$ cat config.mk
export PLATFORM = sky130hd
export DESIGN_NAME = beat_note_timer
export DESIGN_NICKNAME = d
export VERILOG_FILES = /design/src/rtl/beat_note_timer.sv
export SDC_FILE = /design/constraint.sdc
export NUM_CORES = 1
export LEC_CHECK = 0
export ABC_AREA = 1
export CAP_MARGIN = 10
export CORE_MARGIN = 2
export CORE_UTILIZATION = 46
export CTS_CLUSTER_DIAMETER = 60
export DETAILED_ROUTE_END_ITERATION = 8
export PLACE_DENSITY = 0.88
export SKIP_CTS_REPAIR_TIMING = 1
export SYNTH_ARGS = -nofsm -noshare
export SYNTH_HDL_FRONTEND = slang
export SYNTH_SLANG_ARGS = --single-unit
$ cat constraint.sdc
create_clock -name clk -period 1.5 [get_ports clk]
set_input_delay 0.225 -clock clk [delete_from_list [all_inputs] [get_ports clk]]
set_output_delay 0.225 -clock clk [all_outputs]
set_load 0.05 [all_outputs]
$ cat src/rtl/beat_note_timer.sv
// Note sequencer between song reader, beat generator and note player.
// Optional articulation gap in the final beat of a note: NOTE_GAP_EN.
module beat_note_timer #(
    parameter int PITCH_W = 6,
    parameter int DUR_W   = 6
) (
    input  logic               clk,
    input  logic               reset,
    input  logic [1:0]         play_state,
    input  logic               beat,
    input  logic               note_valid,
    output logic               note_ready,
    input  logic [PITCH_W-1:0] note_pitch,
    input  logic [DUR_W-1:0]   note_dur,
    input  logic               note_last,
    output logic               beat_en,
    output logic [PITCH_W-1:0] pitch_out,
    output logic               note_active,
    output logic               new_note,
    output logic [DUR_W-1:0]   beats_left,
    output logic               song_done
);

    typedef enum logic [1:0] {IDLE, FETCH, PLAY, DONE} state_t;

    state_t state, state_nxt;
    logic   last_q;
    logic   xfer;
    logic   keep;
    logic   counted;
    logic   final_beat;

    assign xfer       = note_valid & note_ready;
    assign keep       = (note_dur != '0);
    assign counted    = (state == PLAY) & beat & play_state[1];
    assign final_beat = counted & (beats_left == DUR_W'(1));

    always_ff @(posedge clk or negedge reset) begin
        if (!reset) state <= IDLE;
        else        state <= state_nxt;
    end

    always_comb begin
        state_nxt  = state;
        note_ready = 1'b0;
        beat_en    = 1'b0;
        unique case (state)
            IDLE: begin
                if (play_state[1]) state_nxt = FETCH;
            end
            FETCH: begin
                note_ready = 1'b1;
                if (xfer) begin
                    if (keep)           state_nxt = PLAY;
                    else if (note_last) state_nxt = DONE;
                end
            end
            PLAY: begin
                beat_en = play_state[1];
                if (final_beat) state_nxt = last_q ? DONE : FETCH;
            end
            DONE: begin
                if (!play_state[1]) state_nxt = IDLE;
            end
            default: state_nxt = IDLE;
        endcase
    end

    always_ff @(posedge clk or negedge reset) begin
        if (!reset) begin
            pitch_out   <= '0;
            beats_left  <= '0;
            note_active <= 1'b0;
            new_note    <= 1'b0;
            song_done   <= 1'b0;
            last_q      <= 1'b0;
        end else begin
            new_note  <= 1'b0;
            song_done <= 1'b0;
            if (xfer && keep) begin
                pitch_out   <= note_pitch;
                beats_left  <= note_dur;
                last_q      <= note_last;
                new_note    <= 1'b1;
                note_active <= (note_pitch != '0);
            end
            if (xfer && !keep && note_last) song_done <= 1'b1;
            if (counted) begin
                if (final_beat) begin
                    beats_left  <= '0;
                    note_active <= 1'b0;
                    if (last_q) song_done <= 1'b1;
                end else if (beats_left > DUR_W'(1)) begin
                    beats_left <= beats_left - DUR_W'(1);
`ifdef NOTE_GAP_EN
                    // Reaching 1 by decrement implies the note had dur > 1
                    if (beats_left == DUR_W'(2)) note_active <= 1'b0;
`else
                    note_active <= note_active;
`endif
                end
            end
            if (state == DONE && !play_state[1]) begin
                pitch_out <= '0;
                last_q    <= 1'b0;
            end
        end
    end

endmodule

==> results.md, run 1 <==
* Status: finished clean
* Via count at 1,193
* Largest net degree at the start of global routing at 19
* Nets at 222
* Clock network fraction of total power at 0.073
* Sw Pwr at 1.85 mW
* Fin cells at 230
* Core area at 2410 um^2
* Die area at 2890 um^2
* Initial DRC count at 33
* WL/cell at 13.9 um
* Pwr per Cell Area at 2080 nW/um^2
* F_max at 699 MHz
* Skew final at 0.0167 ns
* Critical Path RT at 1.27 ns
* Sequential-to-total area share from yosys stat at 0.396
* Endpoints failing setup at 0
* Fillers at 184
* Main synth FF type: dfrtp_1
* TNS Setup at 0 ns
* Top layer used by detailed routing: met4
* Area Growth Syn to Fin at 49.6%
* Post-route cell area at 1700 um^2
* Sequential Power Share at 0.258
* FP Rows at 18
* Synth unique cells at 24
* Worst-case vdd ir drop at 0.00147 V
* Crit start category: register
* Syn nets at 171
* Die Ht at 53.8 um
* Chip Width at 53.8 um
* HPWL after DPL at 2360 um
* Worst path top cell family by delay: flip-flops
* RSZ-0062 raised after global routing: yes
* Global-route wire length before repair at 4990 um
* Crit share post-route at 0.954
* Diode count at 0
* IO Port Bufs at 34
* Via/cell ratio at 5.19
* CP Cell Sequence: inv_4 > nand3_4 > inv_2 > buf_12
* CTS tree: done
* Pre-antenna DRT Iters at 4
* Antenna violations before repair at 0
* Final Max Slew Viols at 0
* Final ANT Viol Nets at 0
* Vias in the first global route at 1,130
* Root Driver: clkbuf_4
* Ys Warns at 0
* Detailed Route WL at 3200 um
* Internal Dissipation at 1.70 mW
* Worst Setup End Kind: primary output
* Slew headroom at 0.796
* Hold WC Path Type: in -> async
* Post-route DRC at 0
* CP Class: reg -> out
* CTS sink count at 18
* Post-Synthesis Cells at 150
* Placed insts at 224
* Post-synthesis cell area at 1140 um^2
* Synthesized flop and latch total at 18
* Syn Area/Cell at 7.59 um^2
* Gr usage total at 0.243
* Max Cap Viol at 0
* Critical path arrival at 1.21 ns
* Total CTS buffers at 3
* Layout cell share with drive strength beyond 1 at 0.345
* Met2 WL at 1700 um
* Post-synth EDFFs at 0
* Final hold vios at 0
* Placed Area at 1630 um^2
* RePlAce Congestion at 0.882
* Final min period at 1.43 ns
* I/O pin total at 36
* R2r setup slk at 0.08 ns
* Clock latency on the worst-skew pair at 0.30 ns
* Met3 Wirelength at 169 um
* M1 wire length at 1220 um
* Crit path buf inv count at 3
* Sw frac at 0.520
* Clock-pin slew on the worst setup and hold paths at 0.12 ns
* CP max stage cell: dfrtp_2
* Max stage delay on crit path at 0.47 ns
* Hold slack final at 0.236 ns
* Async set-reset flop share out of synthesis at 1.00
* Max Root-Sink Buffers at 2
* Total power at 3.55 mW
* Leakage at 0.843 nW
* Gr ovfl total at 0
* CP Max Fanout at 6
* Logic gate share of total power at 0.669
* Starting density of the core at 0.472
* CTS H-Tree Depth at 1
* Worst-Margin Slew at 0.305 ns
registers in the layout (all words and copies together) (netlist names):
name,flops
last_q,1
new_note,1
song_done,1
state,2
beats_left,6
pitch_out,6
note_active,1
layer usage:
metal,vias to the layer above,track usage
met1,565,0.291
met4,0,0.141
met3,12,0.0417
li1,568,-
met2,48,0.407
met5,-,0
power by group through the flow:
| stage | clock, mW | combinational [mW] | sequential, mW |
|---|---|---|---|
| finish | 0.259 | 2.38 | 0.916 |
| global route | 0.279 | 2.56 | 0.942 |
| CTS | 0.255 | 2.27 | 0.897 |
| detailed placement | 0 | 2.25 | 0.906 |
| global placement | 0 | 2.19 | 0.885 |
| floorplan | 0 | 0.888 | 1.42 |
layout make-up:
class / count / area, um^2 / share of cell area
Inverter: 29 / 111 / 0.0654
Multi-Input combinational cell: 102 / 599 / 0.352
Timing Repair Buffer: 47 / 470 / 0.276
Sequential cell: 18 / 458 / 0.269
Tap cell: 30 / 37.5 / 0.0220
Clock buffer: 4 / 26.3 / 0.0154
cell families after synthesis:
group                    share of synthesized area
adder cells (fa/ha/maj)                     0.0220
buffers and inverters                        0.105
AND/OR/NAND/NOR                              0.346
AO/OA/AOI/OAI                                0.108
XOR/XNOR                                    0.0231
flip-flops                                   0.396
cells in the mapped netlist (2+ instances only):
cell,n,area [um^2]
dfrtp_1,18,450
o21ai_2,3,26.3
nand4_1,3,18.8
nor2_1,11,41.3
o21ai_0,4,20.0
nor2_4,4,45.0
nand3_1,7,35.0
nand2_1,42,158
inv_2,4,15.0
o22ai_1,4,25.0
nand2_2,4,25.0
inv_1,25,93.8
xor2_1,3,26.3
ha_1,2,25.0
o21ai_1,7,35.0
layout by cell type, fill, tap and decap left out, types with 3 or more instances in the layout:
cell type / synthesis / final
inv_1: 25 / 23
nand3_1: 7 / 7
nand4_1: 3 / 3
nand2_2: 4 / 6
o21ai_1: 7 / 6
buf_4: 0 / 24
xor2_1: 3 / 3
o21ai_2: 3 / 4
dfrtp_2: 0 / 6
inv_2: 4 / 5
clkdlybuf4s50_1: 0 / 17
clkbuf_4: 0 / 3
o22ai_1: 4 / 4
nor2_4: 4 / 5
buf_12: 0 / 6
nor2_1: 11 / 9
o21ai_0: 4 / 4
dfrtp_1: 18 / 12
nand2_1: 42 / 39
stage by stage:
step           setup slack [ns]   util
2_1_floorplan          0.000113      -
3_3_place_gp            -0.0773  0.676
3_5_place_dp             -0.163  0.676
4_1_cts                 0.00788  0.687
5_1_grt                 -0.0325  0.707
6_report                 0.0685  0.707
worst paths after layout:
check / startpoint / endpoint / cells past startpoint
worst max-delay path: state[0]$_DFFE_PN0P_ / beat_en / 4
worst min-delay path: reset / beats_left[0]$_DFF_PN0_ / 2
worst min register to register: pitch_out[0]$_DFFE_PN0P_ / pitch_out[0]$_DFFE_PN0P_ / 2
worst max register to register: beats_left[0]$_DFF_PN0_ / beats_left[1]$_DFF_PN0_ / 8
min in group clk: note_pitch[1] / pitch_out[1]$_DFFE_PN0P_ / 3
max in group asynchronous: reset / state[1]$_DFFE_PN0P_ / 2
(Power assumes the default switching activity.)
==> inputs of run 2 (changes only) <==
--- a/config.mk
+++ b/config.mk
@@ -8,10 +8,11 @@
 export ABC_AREA = 1
 export CAP_MARGIN = 10
 export CORE_MARGIN = 2
-export CORE_UTILIZATION = 46
+export CORE_UTILIZATION = 55
 export CTS_CLUSTER_DIAMETER = 60
 export DETAILED_ROUTE_END_ITERATION = 8
-export PLACE_DENSITY = 0.88
+export DONT_BUFFER_PORTS = 1
+export PLACE_DENSITY = 0.79
 export SKIP_CTS_REPAIR_TIMING = 1
 export SYNTH_ARGS = -nofsm -noshare
 export SYNTH_HDL_FRONTEND = slang
==> run 2 against run 1 <==
- worst setup slack got worse by 0.024 ns
- final cell count decreased by 16%
- hold slack got worse by 0.18 ns
- register-to-register slack about the same
- cell area decreased by 21%
- sequential cell count unchanged
- via count decreased by 14%
- sequential share of layout area increased by 7.2 points
==> results.md, run 2 (synthesis results as in run 1) <==
* Status: finished clean
* WL/cell at 12.7 um (-8.9%)
* Critical Path RT at 1.27 ns (about the same)
* CP max stage cell: dfrtp_2
* Antenna violations before repair at 0 (unchanged)
* Clock latency on the worst-skew pair at 0.29 ns (about the same)
* F_max at 687 MHz (-1.7%)
* Crit start category: register
* CP Max Fanout at 5 (-1)
* Via/cell ratio at 5.28 (+1.8%)
* Met1 Track Usage GR at 0.286 (-0.00551)
* RePlAce Congestion at 0.894 (+1.3%)
* Total CTS buffers at 3 (unchanged)
* Final core occ at 0.683 (-0.0236)
* Core area at 1960 um^2 (-19%)
* Gr usage total at 0.216 (-0.0271)
* Diode count at 0 (unchanged)
* R2r setup slk at 0.09 ns (about the same)
* Slew headroom at 0.446 (-0.350)
* CTS H-Tree Depth at 1 (unchanged)
* Placed insts at 186 (-17%)
* Nets at 189 (-15%)
* Area Growth Syn to Fin at 17.7%
* FP Rows at 16 (-2)
* Final Max Slew Viols at 0 (unchanged)
* Gr ovfl total at 0 (unchanged)
* CP Cell Sequence: inv_4 > nand3_4 > inv_2 > buf_4
* Hold WC Path Type: in -> reg
* Max stage delay on crit path at 0.47 ns (about the same)
* CTS sink count at 18 (unchanged)
* Gr busiest metal: met2
* Crit share post-route at 0.970 (+0.0161)
* CTS tree: done
* Starting density of the core at 0.580 (+0.108)
* Leakage at 0.682 nW (-19%)
* Pre-antenna DRT Iters at 4 (unchanged)
* Clock-pin slew on the worst setup and hold paths at 0.10 ns (-0.02 ns)
* IO Port Bufs at 0 (-100%)
* Die Ht at 49.5 um (-7.9%)
* Biggest regs: beats_left: 6 flops, pitch_out: 6 flops, state: 2 flops
* TNS Setup at 0 ns (unchanged)
* Chip Width at 49.5 um (-7.9%)
* Skew final at 0.00130 ns (-0.0154 ns)
* Met2 Resource Use GR at 0.342 (-0.0642)
* Post-route DRC at 0 (unchanged)
* Fin cells at 194 (-16%)
* Largest net degree at the start of global routing at 19 (unchanged)
* Final ANT Viol Nets at 0 (unchanged)
* Critical path arrival at 1.23 ns (+0.02 ns)
* Endpoints failing setup at 0 (unchanged)
* Detailed Route WL at 2460 um (-23%)
* Pwr per Cell Area at 2290 nW/um^2 (+10%)
* Fillers at 170 (-7.6%)
* Worst-case vdd ir drop at 0.00130 V (-11%)
* HPWL after DPL at 1910 um (-19%)
* CP Class: reg -> out
* Commonest non-fill, non-tap cells in the layout: nand2_1 (39), inv_1 (23), dfrtp_1 (13), buf_4 (13), nor2_1 (8)
* Final hold vios at 0 (unchanged)
* Worst Setup End Kind: primary output
* Max Root-Sink Buffers at 2 (unchanged)
* Die area at 2450 um^2 (-15%)
* Global-route wire length before repair at 4190 um (-16%)
* Initial DRC count at 18 (-45%)
* Worst R2R Path Depth at 9 (+1)
* Vias in the first global route at 1,010 (-11%)
* Root Driver: clkbuf_4
* Most common cell after layout, fill and taps aside: nand2_1
* Met3 usage at 0.0485 (+0.00682)
* Max Cap Viol at 0 (unchanged)
* Worst-Margin Slew at 0.829 ns (+0.523 ns)
* Via count at 1,024 (-14%)
* WHS Path Cells at 2
* I/O pin total at 36 (unchanged)
* Layout cell share with drive strength beyond 1 at 0.311 (-0.0336)
* Final min period at 1.46 ns (+0.0242 ns)
==> run 2: per-layer routing <==
layer,routed length [um],vias up
met5,0,-
met4,37,0
met3,169,6
met2,1170,36
met1,1080,478
li1,-,504
==> run 2: report_power, final <==
group          internal [mW]  switching (mW)  total, mW
sequential             0.694           0.389       1.08
clock                  0.148           0.151      0.299
combinational          0.533            1.16       1.69
==> run 2: cell type report <==
type / instances / area, um^2 / share of cell area
clock buffer: 4 / 36.3 / 0.0271
inverter: 29 / 111 / 0.0831
multi-input combinational: 102 / 594 / 0.444
sequential: 18 / 457 / 0.341
tap: 27 / 33.8 / 0.0252
timing repair buffer: 14 / 108 / 0.0803
==> run 2: worst paths after layout <==
kind                                                from                       end
worst max-delay path                state[0]$_DFFE_PN0P_                   beat_en
worst min-delay path                       note_pitch[4]  pitch_out[4]$_DFFE_PN0P_
worst max register to register   beats_left[0]$_DFF_PN0_   beats_left[3]$_DFF_PN0_
worst min register to register  pitch_out[4]$_DFFE_PN0P_  pitch_out[4]$_DFFE_PN0P_
max in group asynchronous                          reset   beats_left[4]$_DFF_PN0_
min in group asynchronous                          reset  pitch_out[5]$_DFFE_PN0P_
==> run 2: worst max-delay path, delay by kind of cell (launching register included) <==
family / cells / cell delay [ns]
and+or+nand+nor: 1 / 0.10
DFF: 1 / 0.47
buffers and inverters: 3 / 0.36
==> run 2: metrics by stage <==
step | total power, mW | worst slack, ns | area (um^2) | hold WS (ns)
final | 3.07 | 0.0443 | 1340 | 0.0587
after global routing | 3.30 | -0.00136 | 1340 | 0.0777
after CTS | 2.98 | -0.0274 | 1280 | -0.391
after detailed placement | 2.68 | 0.0641 | 1240 | -0.0702
after global placement | 2.63 | 0.105 | 1240 | -0.0703
after floorplan | 2.31 | 0.000113 | 1150 | -0.0706
